<file path="config.mk">
export PLATFORM = sky130hd
export DESIGN_NAME = vend_ctrl_param
export DESIGN_NICKNAME = d
export VERILOG_FILES = /design/src/rtl/vend_ctrl_param.sv
export SDC_FILE = /design/constraint.sdc
export NUM_CORES = 1
export LEC_CHECK = 0
export CAP_MARGIN = 5
export CELL_PAD_IN_SITES_DETAIL_PLACEMENT = 0
export CELL_PAD_IN_SITES_GLOBAL_PLACEMENT = 2
export CORE_MARGIN = 2
export CORE_UTILIZATION = 33
export CTS_BUF_LIST = sky130_fd_sc_hd__clkbuf_4 sky130_fd_sc_hd__clkbuf_8 sky130_fd_sc_hd__clkbuf_16
export CTS_CLUSTER_DIAMETER = 100
export DETAILED_ROUTE_END_ITERATION = 16
export PLACE_DENSITY = 0.8
export SYNTH_ARGS = -nofsm -noshare
export SYNTH_HDL_FRONTEND = slang
export SYNTH_SLANG_ARGS = --single-unit
</file>
<file path="constraint.sdc">
create_clock -name clk -period 3.3 [get_ports clk]
set_clock_uncertainty 0.15 [all_clocks]
set_input_delay 0.99 -clock clk [delete_from_list [all_inputs] [get_ports clk]]
set_output_delay 0.99 -clock clk [all_outputs]
set_load 0.05 [all_outputs]
</file>
<file path="src/rtl/vend_ctrl_param.sv">
// Parametrised vending controller: coin credit, item vend, greedy change.
// Define VEND_STOCK_EN to enable per-item stock counters and OOS checks.
module vend_ctrl_param #(
   parameter int NUM_ITEMS = 9,
   parameter int CREDIT_W  = 8,
   parameter int STOCK_W   = 4,
   parameter int PRICE_RST = 25,
   parameter int STOCK_RST = 5,
   parameter int IDX_W     = $clog2(NUM_ITEMS)
) (
   input  logic                 clk,
   input  logic                 rst_n,
   input  logic                 coin_vld,
   input  logic [2:0]           coin_type,
   input  logic                 sel_vld,
   input  logic [IDX_W-1:0]     sel_idx,
   input  logic                 cancel,
   input  logic                 cfg_we,
   input  logic [IDX_W-1:0]     cfg_idx,
   input  logic [CREDIT_W-1:0]  cfg_price,
   input  logic [STOCK_W-1:0]   cfg_stock,
   output logic [CREDIT_W-1:0]  credit,
   output logic [CREDIT_W-1:0]  disp_val,
   output logic                 disp_price,
   output logic [NUM_ITEMS-1:0] led_g,
   output logic [NUM_ITEMS-1:0] led_r,
   output logic                 coin_rej,
   output logic                 sel_err,
   output logic                 vend_vld,
   output logic [IDX_W-1:0]     vend_idx,
   output logic                 chg_vld,
   output logic [2:0]           chg_coin,
   input  logic                 chg_rdy
);

   localparam int XW = CREDIT_W + 8;
   typedef logic [XW-1:0]       xw_t;
   typedef logic [CREDIT_W-1:0] cr_t;
   localparam logic [IDX_W:0] N_ITEMS = (IDX_W+1)'(NUM_ITEMS);

   typedef enum logic [1:0] {
      S_IDLE,
      S_CREDIT,
      S_VEND,
      S_CHANGE
   } state_t;

   function automatic logic [7:0] coin_val(input logic [2:0] t);
      case (t)
         3'd0:    coin_val = 8'd1;
         3'd1:    coin_val = 8'd2;
         3'd2:    coin_val = 8'd5;
         3'd3:    coin_val = 8'd10;
         3'd4:    coin_val = 8'd20;
         3'd5:    coin_val = 8'd100;
         default: coin_val = 8'd0;
      endcase
   endfunction

   // Largest returnable coin not exceeding the remaining credit.
   function automatic logic [2:0] change_pick(input cr_t c);
      xw_t cx;
      cx = xw_t'(c);
      if (cx >= xw_t'(100))     change_pick = 3'd5;
      else if (cx >= xw_t'(20)) change_pick = 3'd4;
      else if (cx >= xw_t'(5))  change_pick = 3'd2;
      else if (cx >= xw_t'(2))  change_pick = 3'd1;
      else                      change_pick = 3'd0;
   endfunction

   state_t           state_q, state_d;
   cr_t              credit_q, credit_d;
   cr_t              disp_val_q, disp_val_d;
   logic             disp_price_q, disp_price_d;
   logic             coin_rej_q, coin_rej_d;
   logic             sel_err_q, sel_err_d;
   logic             vend_vld_q, vend_vld_d;
   logic [IDX_W-1:0] vend_idx_q, vend_idx_d;
   logic             chg_vld_q, chg_vld_d;
   logic [2:0]       chg_coin_q, chg_coin_d;
   cr_t              price_q [NUM_ITEMS];
   cr_t              price_d [NUM_ITEMS];

   logic             sel_ok, cfg_ok, sel_oos;
   logic             coin_fit, coin_take;
   logic             vend_go, cfg_go;
   logic [IDX_W-1:0] sel_i, cfg_i;
   cr_t              sel_price;
   xw_t              coin_sum;

   assign sel_ok    = {1'b0, sel_idx} < N_ITEMS;
   assign cfg_ok    = {1'b0, cfg_idx} < N_ITEMS;
   assign sel_i     = sel_ok ? sel_idx : '0;
   assign cfg_i     = cfg_ok ? cfg_idx : '0;
   assign sel_price = price_q[sel_i];
   assign cfg_go    = cfg_we && cfg_ok && (state_q == S_IDLE);
   assign coin_sum  = xw_t'(credit_q) + xw_t'(coin_val(coin_type));
   assign coin_fit  = (coin_type <= 3'd5) &&
                      (coin_sum <= xw_t'({CREDIT_W{1'b1}}));

`ifdef VEND_STOCK_EN
   typedef logic [STOCK_W-1:0] st_t;
   st_t stock_q [NUM_ITEMS];
   st_t stock_d [NUM_ITEMS];

   assign sel_oos = (stock_q[sel_i] == '0);

   always_comb begin
      stock_d = stock_q;
      if (cfg_go) stock_d[cfg_i] = cfg_stock;
      if (vend_go) stock_d[sel_i] = stock_q[sel_i] - 1'b1;
   end
`else
   logic unused_stock;
   assign sel_oos      = 1'b0;
   assign unused_stock = ^{cfg_stock, STOCK_RST[0]};
`endif

   always_comb begin
      price_d = price_q;
      if (cfg_go) price_d[cfg_i] = cfg_price;
   end

   always_comb begin
      state_d      = state_q;
      credit_d     = credit_q;
      disp_val_d   = disp_val_q;
      disp_price_d = disp_price_q;
      sel_err_d    = 1'b0;
      vend_vld_d   = 1'b0;
      vend_idx_d   = vend_idx_q;
      chg_vld_d    = chg_vld_q;
      chg_coin_d   = chg_coin_q;
      coin_take    = 1'b0;
      vend_go      = 1'b0;
      unique case (state_q)
         S_IDLE, S_CREDIT: begin
            if (cancel) begin
               if (state_q == S_CREDIT) begin
                  state_d      = S_CHANGE;
                  chg_vld_d    = 1'b1;
                  chg_coin_d   = change_pick(credit_q);
                  disp_val_d   = credit_q;
                  disp_price_d = 1'b0;
               end
            end else if (sel_vld) begin
               if (!sel_ok) begin
                  sel_err_d = 1'b1;
               end else if (state_q == S_IDLE) begin
                  disp_val_d   = sel_price;
                  disp_price_d = 1'b1;
               end else if (sel_oos || credit_q < sel_price) begin
                  sel_err_d    = 1'b1;
                  disp_val_d   = sel_price;
                  disp_price_d = 1'b1;
               end else begin
                  vend_go      = 1'b1;
                  state_d      = S_VEND;
                  credit_d     = credit_q - sel_price;
                  vend_vld_d   = 1'b1;
                  vend_idx_d   = sel_idx;
                  disp_val_d   = credit_d;
                  disp_price_d = 1'b0;
               end
            end else if (coin_vld && coin_fit) begin
               coin_take    = 1'b1;
               credit_d     = coin_sum[CREDIT_W-1:0];
               state_d      = S_CREDIT;
               disp_val_d   = credit_d;
               disp_price_d = 1'b0;
            end
         end
         S_VEND: begin
            state_d    = (credit_q != '0) ? S_CHANGE : S_IDLE;
            chg_vld_d  = (credit_q != '0);
            chg_coin_d = change_pick(credit_q);
         end
         S_CHANGE: begin
            if (chg_vld_q && chg_rdy) begin
               credit_d   = credit_q - CREDIT_W'(coin_val(chg_coin_q));
               chg_vld_d  = (credit_d != '0);
               chg_coin_d = change_pick(credit_d);
               disp_val_d = credit_d;
               if (credit_d == '0) state_d = S_IDLE;
            end
         end
         default: state_d = S_IDLE;
      endcase
      coin_rej_d = coin_vld && !coin_take;
   end

   always_ff @(posedge clk or negedge rst_n) begin
      if (!rst_n) begin
         state_q      <= S_IDLE;
         credit_q     <= '0;
         disp_val_q   <= '0;
         disp_price_q <= 1'b0;
         coin_rej_q   <= 1'b0;
         sel_err_q    <= 1'b0;
         vend_vld_q   <= 1'b0;
         vend_idx_q   <= '0;
         chg_vld_q    <= 1'b0;
         chg_coin_q   <= 3'd0;
         for (int i = 0; i < NUM_ITEMS; i++) begin
            price_q[i] <= CREDIT_W'(PRICE_RST);
`ifdef VEND_STOCK_EN
            stock_q[i] <= STOCK_W'(STOCK_RST);
`endif
         end
      end else begin
         state_q      <= state_d;
         credit_q     <= credit_d;
         disp_val_q   <= disp_val_d;
         disp_price_q <= disp_price_d;
         coin_rej_q   <= coin_rej_d;
         sel_err_q    <= sel_err_d;
         vend_vld_q   <= vend_vld_d;
         vend_idx_q   <= vend_idx_d;
         chg_vld_q    <= chg_vld_d;
         chg_coin_q   <= chg_coin_d;
         price_q      <= price_d;
`ifdef VEND_STOCK_EN
         stock_q      <= stock_d;
`endif
      end
   end

   always_comb begin
      led_g = '0;
      led_r = '0;
      for (int i = 0; i < NUM_ITEMS; i++) begin
`ifdef VEND_STOCK_EN
         led_g[i] = (credit_q >= price_q[i]) && (stock_q[i] != '0);
         led_r[i] = (stock_q[i] == '0);
`else
         led_g[i] = (credit_q >= price_q[i]);
`endif
      end
   end

   assign credit     = credit_q;
   assign disp_val   = disp_val_q;
   assign disp_price = disp_price_q;
   assign coin_rej   = coin_rej_q;
   assign sel_err    = sel_err_q;
   assign vend_vld   = vend_vld_q;
   assign vend_idx   = vend_idx_q;
   assign chg_vld    = chg_vld_q;
   assign chg_coin   = chg_coin_q;

endmodule

</file>
Yosys cells after proc, flatten, opt, wreduce, memory -nomap -nowiden
Cells that the tools add are included.

word-level totals
  flip-flop bits (word level) = 102
  bits in latches = 0
  RAM bits = 0
  bits in read-only memories = 0
  bits of input ports = 30
  output and inout port bits = 46
  memories kept = 0

cells by class
  add/sub/neg operators = 3
  $mul = 0
  div/mod/pow operators = 0
  order comparisons = 25
  eq/ne operators = 29
  shift operators = 0
  mux-type cells = 76
  bitwise logic cells = 5
  reduce and logical (&&, ||, !) cells = 23

operators with widths
  cell                                                               number
  2-to-1 mux 8 bit                                                   18
  case mux 7 bit (6 select lines)                                    2
  bitwise mux 72 bit                                                 1
  greater-or-equal comparator 8 bit                                  9
  binary-select mux 8 bit (select 4 bit)                             1
  demux 8 bit (select 4 bit)                                         1
  case mux 8 bit (2 select lines)                                    2
  2-to-1 mux 1 bit                                                   27
  2-to-1 mux 2 bit                                                   12
  2-to-1 mux 3 bit                                                   7
  greater-or-equal comparator 8 x 2 -> 1 bit, second input constant  2
  greater-or-equal comparator 8 x 3 -> 1 bit, second input constant  2
  greater-or-equal comparator 8 x 5 -> 1 bit, second input constant  2
  greater-or-equal comparator 8 x 7 -> 1 bit, second input constant  2
  inequality test 4 bit, second input constant                       4
  nonzero test 8 bit                                                 2
  subtractor 8 bit                                                   2
  inequality test 3 bit, second input constant                       5
  AND reduction 7 bit                                                2
  == test 3 x 2 -> 1 bit, second input constant                      4
  == test 3 bit, second input constant                               4
  greater-or-equal comparator 5 bit, second input constant           2
  inequality test 2 bit, second input constant                       5
  NOT 4 -> 5 bit                                                     2
  other kinds (28)                                                   41

Longest topological paths before layout
Gate-level depths: netlist (run 1).

  word-level depth = 13
  depth in mapped cells = 18
  mapped depth without buffers = 14

Worst setup path after synthesis (run 1)
No wires, ideal clock.

  path kind = in2reg
  start point = in sel_idx[0]
  end point = reg credit_q[3], in the netlist credit[3]
  arrival = 4187 ps
  data required time = 3025 ps
  setup slack = -1162 ps
  stages on the path = 15
  path buffers = 2
  path through = clkbuf_1 > clkbuf_1 > mux2_2 > o22ai_1 > o22ai_1 > o21ai_1 > inv_1 > fa_1 > nor2b_1 > o21ai_0 > o21ai_0 > a31oi_1 > or2_4 > o221ai_4 > mux2_2

between the ends
  word-level cells in the longest chain between the ends = 13

ends and longest elaborated chain
  what                                                 line  RTL
  from (decl)                                          16    input logic [IDX_W-1:0] sel_idx,
  < comparator 4 bit                                   91    assign sel_ok = {1'b0, sel_idx} < N_ITEMS;
  2-to-1 mux 4 bit                                     93    assign sel_i = sel_ok ? sel_idx : '0;
  NOT 4 -> 5 bit (implied by the code)                 95    assign sel_price = price_q[sel_i];
  binary-select mux 8 bit (select 4 bit)               95
  2-to-1 mux 8 bit (implied by the code) (2 in a row)  95
  subtractor 8 bit                                     159   credit_d = credit_q - sel_price;
  2-to-1 mux 8 bit                                     152   end else if (sel_oos || credit_q < sel_price) begin
  2-to-1 mux 8 bit                                     149   end else if (state_q == S_IDLE) begin
  2-to-1 mux 8 bit                                     147   if (!sel_ok) begin
  2-to-1 mux 8 bit                                     146   end else if (sel_vld) begin
  2-to-1 mux 8 bit                                     138   if (cancel) begin
  case mux 8 bit (2 select lines)                      136   unique case (state_q)
  to (signal assigned)                                 212   credit_q <= credit_d;
  to (decl)                                            72    cr_t credit_q, credit_d;

Several ways; a longest one is shown, not always the timed one. The select of a mux whose other input is x is not followed.
A chain may end at the register's enable or synchronous reset.

Final worst setup path (run 1)
  start point = in sel_idx[2]
  end point = reg credit_q[3], in the netlist credit[3]

Same word-level chain as after synthesis.

==> results of run 1 <==
## per-layer routing
| layer | up-vias | share of wire, % | GRT usage [%] |
|---|---|---|---|
| li1 | 3623 | - | - |
| met1 | 3510 | 45 | 27.6 |
| met2 | 159 | 48 | 35.4 |
| met3 | 39 | 4.1 | 3.32 |
| met4 | 0 | 2.8 | 6.47 |
| met5 | - | 0 | 0 |
## power by group through the flow
stage / sequential, mW / clock, mW / combinational (mW)
6_report: 1.59 / 1.12 / 6.34
5_1_grt: 1.61 / 1.19 / 6.87
4_1_cts: 1.59 / 1.14 / 6.05
3_5_place_dp: 1.61 / 0 / 5.40
3_3_place_gp: 1.61 / 0 / 5.34
2_1_floorplan: 2.05 / 0 / 2.81
## repair_timing
| item | in CTS | in global routing |
|---|---|---|
| resized for setup | 138 | 70 |
| cloned | 2 | 0 |
| setup buffers | 25 | 17 |
| setup endpoints to repair | 35 | 38 |
| pin swaps | 94 | 72 |
## through the flow
step                      cells  setup TNS (ps)
after global routing       1444          -14580
after detailed placement   1393          -36280
final                      1444          -11190
after floorplan             921          -14750
after global placement     1393          -34880
after CTS                  1435          -16040
## state kept, by name (all words and copies together) (netlist names)
signal and count:
chg_coin 3, chg_vld 1, coin_rej 1, credit 8, disp_price 1, disp_val 8, price_q 72, sel_err 1
state_q 2, vend_idx 4, vend_vld 1
## area by class of cell
type	instances	share of cell area [%]
Clock buffer	11	2.09
Inverter	78	2.58
Tap cell	324	3.53
Timing Repair Buffer	233	18.2
Clock inverter	5	0.523
Multi-Input combinational cell	691	50.5
Sequential cell	102	22.5
## final timing paths
path / end / slack [ps]
min reg2reg: vend_idx[0] / 340
max: credit[3] / -460
max in group asynchronous: price_q[48] / 1770
min: vend_idx[0] / 340
min in group asynchronous: chg_coin[2] / 450
max reg2reg: credit[3] / 40
## cell usage in the layout (no fill, tap or decap), drive strengths merged, types with 5 or more instances in the layout
cell | netlist | routed
buf | 16 | 190
ha | 94 | 94
nand2 | 93 | 93
o21ai | 83 | 83
inv | 77 | 77
dfrtp | 75 | 75
a21oi | 52 | 52
mux2 | 50 | 50
nor2 | 43 | 43
clkdlybuf4s50 | 0 | 39
nor2b | 29 | 29
dfstp | 27 | 27
a21o | 24 | 24
nor3 | 20 | 20
nand2b | 18 | 18
a31oi | 16 | 16
nand3 | 12 | 12
clkbuf | 34 | 12
or2 | 12 | 12
o22ai | 11 | 11
a211oi | 11 | 11
mux2i | 10 | 10
conb | 1 | 9
or3 | 9 | 9
xnor2 | 9 | 9
o21a | 7 | 7
and2 | 5 | 5
and3 | 5 | 5
nor3b | 5 | 5
## critical path: stages
cell and delay (ps):
buf_12 110, or3_4 390, nand2_2 70, nand2_2 60, a32oi_2 160, a21oi_2 100, ha_2 200, fa_2 390
nor2b_4 120, o21ai_2 60, o21ai_2 180, a31oi_2 140, or2_4 260, o221ai_4 170, buf_12 160, mux2_4 290
## logic make-up after synthesis
family | share of synthesized area (%)
adders and majority gates | 15.6
DFF | 32.2
xor gates and xnor gates | 1.31
muxes | 8.25
other | 0.0467
and+or+nand+nor | 16.5
AOI/OAI and AO/OA | 19.5
buffers and inverters | 6.62
==> results.md, run 1 <==
| Parameter | This run | Unit |
|:---|:---|:---|
| Total number of H-tree levels | 3 | - |
| Sum of net half-perimeters after detailed placement | 19.8 | mm |
| Clock-pin transition on the worst setup and hold timing paths | 70 | ps |
| Status | finished, violations left | - |
| Routed WL | 26.5 | mm |
| Multi-input gate area | 0.00580 | sq mm |
| Cell types with the largest area share after synthesis | dfrtp_1 23%, ha_1 15%, dfstp_2 8.8%, mux2_2 7.0%, o21ai_0 4.9% | - |
| Count of buffers inserted at the top-level ports | 62 | - |
| Crit path capture type | flop | - |
| Part of the total power dissipated in the clock network | 12.4 | % |
| Critical path type | input port to flop | - |
| Root buf cell | clkbuf_16 | - |
| Worst skew pair latency | 360 | ps |
| Die Y | 160 | um |
| Hold path startpoint | vend_idx[0] | - |
| Power density cells | 788 | mW/mm^2 |
| Launch point of the worst reg-to-reg path | price_q[20] | - |
| Final Hold Viols | 0 | - |
| Achievable frequency | 266 | MHz |
| Number of nets at the end of the flow | 1242 | - |
| Final antenna-violating net count | 0 | - |
| Cell with the most instances after synthesis | ha_1 | - |
| Placement Rows | 57 | - |
| Fin crit share | 114 | % |
| Maximum resistive drop on vdd | 400 | uV |
| Area of the die | 0.0256 | sq mm |
| Setup WS pre-CTS | -1540 | ps |
| Total iterations of the first detailed-routing run | 4 | - |
| Share of power burned in registers | 17.6 | % |
| DR vias/cell | 5.08 | - |
| Clk sinks | 102 | - |
| Routability congestion estimate | 0.852 | - |
| Proportion of layout cells with a drive suffix above 1 | 39.0 | % |
| Routed vias | 7331 | - |
| Post-synth ARST share | 100 | % |
| Violations in the final reports | setup timing | - |
| Initial Utilization | 33.3 | % |
| Boundary Pins | 76 | - |
| Leading register cell type out of synthesis | dfrtp_1 | - |
| Fin worst setup slack | -460 | ps |
| Overall Global Routing Usage | 21.0 | % |
| P_sw | 4.13 | mW |
| Warnings, synthesis | 0 | - |
| Cell area after placement | 0.0100 | sq mm |
| Number of pins exceeding their max-slew limit in the final report | 0 | - |
| Min Clock Period, post-route | 3760 | ps |
| Most common library cells after synthesis | 94 x ha_1, 93 x nand2_1, 79 x o21ai_0 | - |
| Pin slew with the least headroom to its limit | 707 | ps |
| Antenna diode count | 0 | - |
| Via count of the first global-routing pass | 7452 | - |
| Clock tree buffer depth | 2 | - |
| Worst Setup SP | sel_idx[2] | - |
| Clock tree from TritonCTS | yes | - |
| Syn_area_per_cell | 8.80 | sq um |
| Logic depth of the worst register-to-register path | 14 | - |
| Post-synthesis sequential element count | 102 | - |
| RSZ-0062 raised after global routing | yes | - |
| Count of routing violations after the opening detailed-route iteration | 424 | - |
| Worst Hold Path Cells | 2 | - |
| TritonCTS Buffers | 9 | - |
| Detail-routed net length per standard cell | 18.4 | um |
| Sw Share | 45.6 | % |
| Top-area cell type share of the netlist area | 23.3 | % |
| Die W | 160 | um |
| Arr. time, crit path | 3860 | ps |
| Area of the core | 0.0241 | sq mm |
| Relative slew margins | 52.9 | % |
| Share of power burned in combinational logic | 70.0 | % |
| Register area share after synthesis | 32.2 | % |
| Fin area | 0.0115 | sq mm |
| CP Launch Type | input port | - |
| Post-CTS Hold Buffers | 0 | - |
| Cell-internal power | 4.93 | mW |
| MaxCap Viol Count | 0 | - |
| Final design utilization | 47.7 | % |
| Synthesized cell area | 0.00804 | sq mm |
| Layout overhead on the synthesized area | 43.0 | % |
| Sum of overflow across all layers after global routing | 0 | - |
| CP Data Required Time | 3390 | ps |
| Post-route DRC violation count | 0 | - |
| Cell type with the highest aggregate area in the netlist | dfrtp_1 | - |
| Initial antenna violation count | 0 | - |
| Smallest hold slack | 338 | ps |
| Wire length of the first global-routing pass | 41.7 | mm |
| Largest net degree at the start of global routing | 45 | - |
| Fill count | 2334 | - |
| Path class of the lowest-slack min-delay path | flop to flop | - |
| Maximum fanout along the worst path | 6 | - |
| Number of failing setup endpoints in the final timing report | 33 | - |
| Leakage power | 5.23 | nW |
| Number of enable-type register cells in the synthesized netlist | 0 | - |
| Seq. cell area | 0.00259 | sq mm |
| Synth unique cells | 73 | - |
| Overall power after layout | 9.06 | mW |
| Number of instances in the synthesized netlist | 913 | - |
Note: power is estimated with default switching activity, not from simulation.
==> run 2: changes to the inputs <==
--- a/config.mk
+++ b/config.mk
@@ -17,3 +17,4 @@
 export SYNTH_ARGS = -nofsm -noshare
 export SYNTH_HDL_FRONTEND = slang
 export SYNTH_SLANG_ARGS = --single-unit
+export TNS_END_PERCENT = 20
==> results.md, run 2 (synthesis gave the netlist of run 1 again) <==
| Parameter | This run | Unit | Change |
|:---|:---|:---|:---|
| Arr. time, crit path | 3870 | ps | about the same |
| Antenna diode count | 0 | - | unchanged |
| Dpl cells | 1387 | - | -0.43% |
| Fin worst setup slack | -471 | ps | -10.1 ps |
| Violations in the final reports | setup timing | - |  |
| Total number of H-tree levels | 3 | - | unchanged |
| Relative slew margins | 50.7 | % | -2.2 points |
| RSZ-0062 raised after global routing | yes | - |  |
| Status | finished, violations left | - |  |
| Final antenna-violating net count | 0 | - | unchanged |
| Initial Utilization | 33.3 | % | unchanged |
| Post-CTS Hold Buffers | 0 | - | unchanged |
| Routed WL | 26.1 | mm | -1.6% |
| Worst path slowest cell | or3_4 | - |  |
| Area of the die | 0.0256 | sq mm | unchanged |
| Fin crit share | 114 | % | +0.31 points |
| Sum of net half-perimeters after detailed placement | 20.2 | mm | +2.3% |
| Total iterations of the first detailed-routing run | 5 | - | +1 |
| Highest-count cells in the layout ignoring fill and taps | 145 x buf_4, 92 x ha_1, 91 x nand2_1 | - |  |
| Post-route DRC violation count | 0 | - | unchanged |
| Crit path buf inv count | 2 | - | unchanged |
| Area of the core | 0.0241 | sq mm | unchanged |
| Clk sinks | 102 | - | unchanged |
| Crit path capture type | flop | - |  |
| TritonCTS Buffers | 9 | - | unchanged |
| Number of pins exceeding their max-slew limit in the final report | 0 | - | unchanged |
| Die Y | 160 | um | unchanged |
| CP Launch Type | input port | - |  |
| Overall Global Routing Usage | 20.7 | % | -0.27 points |
| Routed vias | 7195 | - | -1.9% |
| Count of routing violations after the opening detailed-route iteration | 417 | - | -1.7% |
| Setup Total Neg Slack | -9690 | ps | +1500 ps |
| Setup WS pre-CTS | -1540 | ps | +1.31 ps |
| CP Data Required Time | 3400 | ps | about the same |
| Most common cell after layout, fill and taps aside | buf_4 | - |  |
| Wire length of the first global-routing pass | 41.0 | mm | -1.8% |
| Number of nets at the end of the flow | 1214 | - | -2.3% |
| Pin slew with the least headroom to its limit | 740 | ps | +33.3 ps |
| Routability congestion estimate | 0.886 | - | +4.0% |
| Min Clock Period, post-route | 3770 | ps | +10.1 ps |
| Crit path cell chain | buf_12, or3_4, nand2_2, nand2_2, a32oi_1, a21oi_2, ha_2, fa_2, nor2b_2, o21ai_2, o21ai_2, a31oi_2, or2_4, o221ai_4, buf_12, mux2_4 | - |  |
| Count of buffers inserted at the top-level ports | 62 | - | unchanged |
| Worst skew pair latency | 370 | ps | about the same |
| MaxCap Viol Count | 0 | - | unchanged |
| Register with the most flip-flops | price_q | - |  |
| Leakage power | 4.97 | nW | -5.1% |
| Maximum resistive drop on vdd | 409 | uV | +2.3% |
| Crit path max-delay family | simple AND/OR/NAND/NOR gates | - |  |
| Root buf cell | clkbuf_16 | - |  |
| Number of failing setup endpoints in the final timing report | 33 | - | unchanged |
| Initial antenna violation count | 0 | - | unchanged |
| Critical path type | input port to flop | - |  |
| Max reg flops | 72 | - | unchanged |
| Placement Rows | 57 | - | unchanged |
| Proportion of layout cells with a drive suffix above 1 | 31.3 | % | -7.7 points |
| Sum of overflow across all layers after global routing | 0 | - | unchanged |
| Worst R2R Setup Slack | 70 | ps | +30 ps |
| Clock tree from TritonCTS | yes | - |  |
| Longest individual stage delay on the worst path | 390 | ps | about the same |
| Final Hold Viols | 0 | - | unchanged |
| Die W | 160 | um | unchanged |
| Boundary Pins | 76 | - | unchanged |
| Power density cells | 783 | mW/mm^2 | -0.62% |
| Clock tree buffer depth | 2 | - | unchanged |
| Achievable frequency | 265 | MHz | -0.27% |
| Largest net degree at the start of global routing | 47 | - | +4.4% |
| DR vias/cell | 5.08 | - | about the same |
| Number of standard cells in the layout, taps in and fillers out | 1416 | - | -1.9% |
| Via count of the first global-routing pass | 7260 | - | -2.6% |
| Clock-pin transition on the worst setup and hold timing paths | 70 | ps | about the same |
| Maximum fanout along the worst path | 8 | - | +2 |
| Detail-routed net length per standard cell | 18.5 | um | +0.38% |
| Layout overhead on the synthesized area | 32.6 | % |  |
| Path class of the lowest-slack min-delay path | flop to flop | - |  |
[run 2: cell types whose count changed in the layout (fill, tap and decap cells not counted), sizes merged, moves of 2 or more]
cell / change
clkdlybuf4s50: +2
dlymetal6s2s: -2
buf: -26
inv: +2
[run 2: tightest hold or removal path, delay by kind of cell, from the launching register on]
family | cells | cell delay, ps
flip-flops | 1 | 360
AO/OA/AOI/OAI | 1 | 60
AND/OR/NAND/NOR | 1 | 50
[run 2: final cells by class]
cell class | instances | area (sq um)
multi-input cells | 691 | 5290
clock inverters | 5 | 65.1
repair buffers | 205 | 1760
well taps | 324 | 405
clock buffers | 11 | 253
flip-flops and latches | 102 | 2590
inverters | 78 | 293
fillers | 2396 | 13400
[run 2: per-layer routing]
metal,global-route usage (%),vias to the layer above,share of wire [%]
met5,0,-,0
met4,4.83,0,2.0
met3,2.83,26,3.0
met2,35.8,132,49
met1,27.4,3468,46
li1,-,3569,-
[run 2: through the flow]
| stage | util [%] | hold slack [ps] | total power [mW] | instance area (sq um) |
|---|---|---|---|---|
| detailed placement | 40.9 | 329 | 6.90 | 9870 |
| finish | 44.2 | 348 | 8.35 | 10700 |
| global route | 44.2 | 368 | 8.97 | 10700 |
| global placement | 40.9 | 313 | 6.87 | 9870 |
| floorplan | - | 329 | 4.74 | 8140 |
| CTS | 43.4 | 346 | 8.24 | 10500 |
[run 2: where the power goes]
part | internal, mW | switching [mW] | total, mW
registers | 1.38 | 0.192 | 1.58
clock network | 0.640 | 0.517 | 1.16
logic | 2.46 | 3.16 | 5.62
total | 4.48 | 3.87 | 8.35
[run 2: path summary, 6_finish.rpt]
path | startpoint | end | cells past startpoint
worst min-delay path | vend_idx[0] | vend_idx[0] | 2
max in group asynchronous | rst_n | price_q[43] | 2
worst min register to register | vend_idx[0] | vend_idx[0] | 2
worst max register to register | price_q[20] | credit[2] | 13
min in group asynchronous | rst_n | chg_coin[1] | 1
worst max-delay path | sel_idx[0] | credit[2] | 16
[run 2: what timing repair did]
action                     CTS  global route
cloned                       0             0
setup buffers                9             5
setup endpoints to repair   34            37
pin swaps                   34            22
resized for setup           83            38
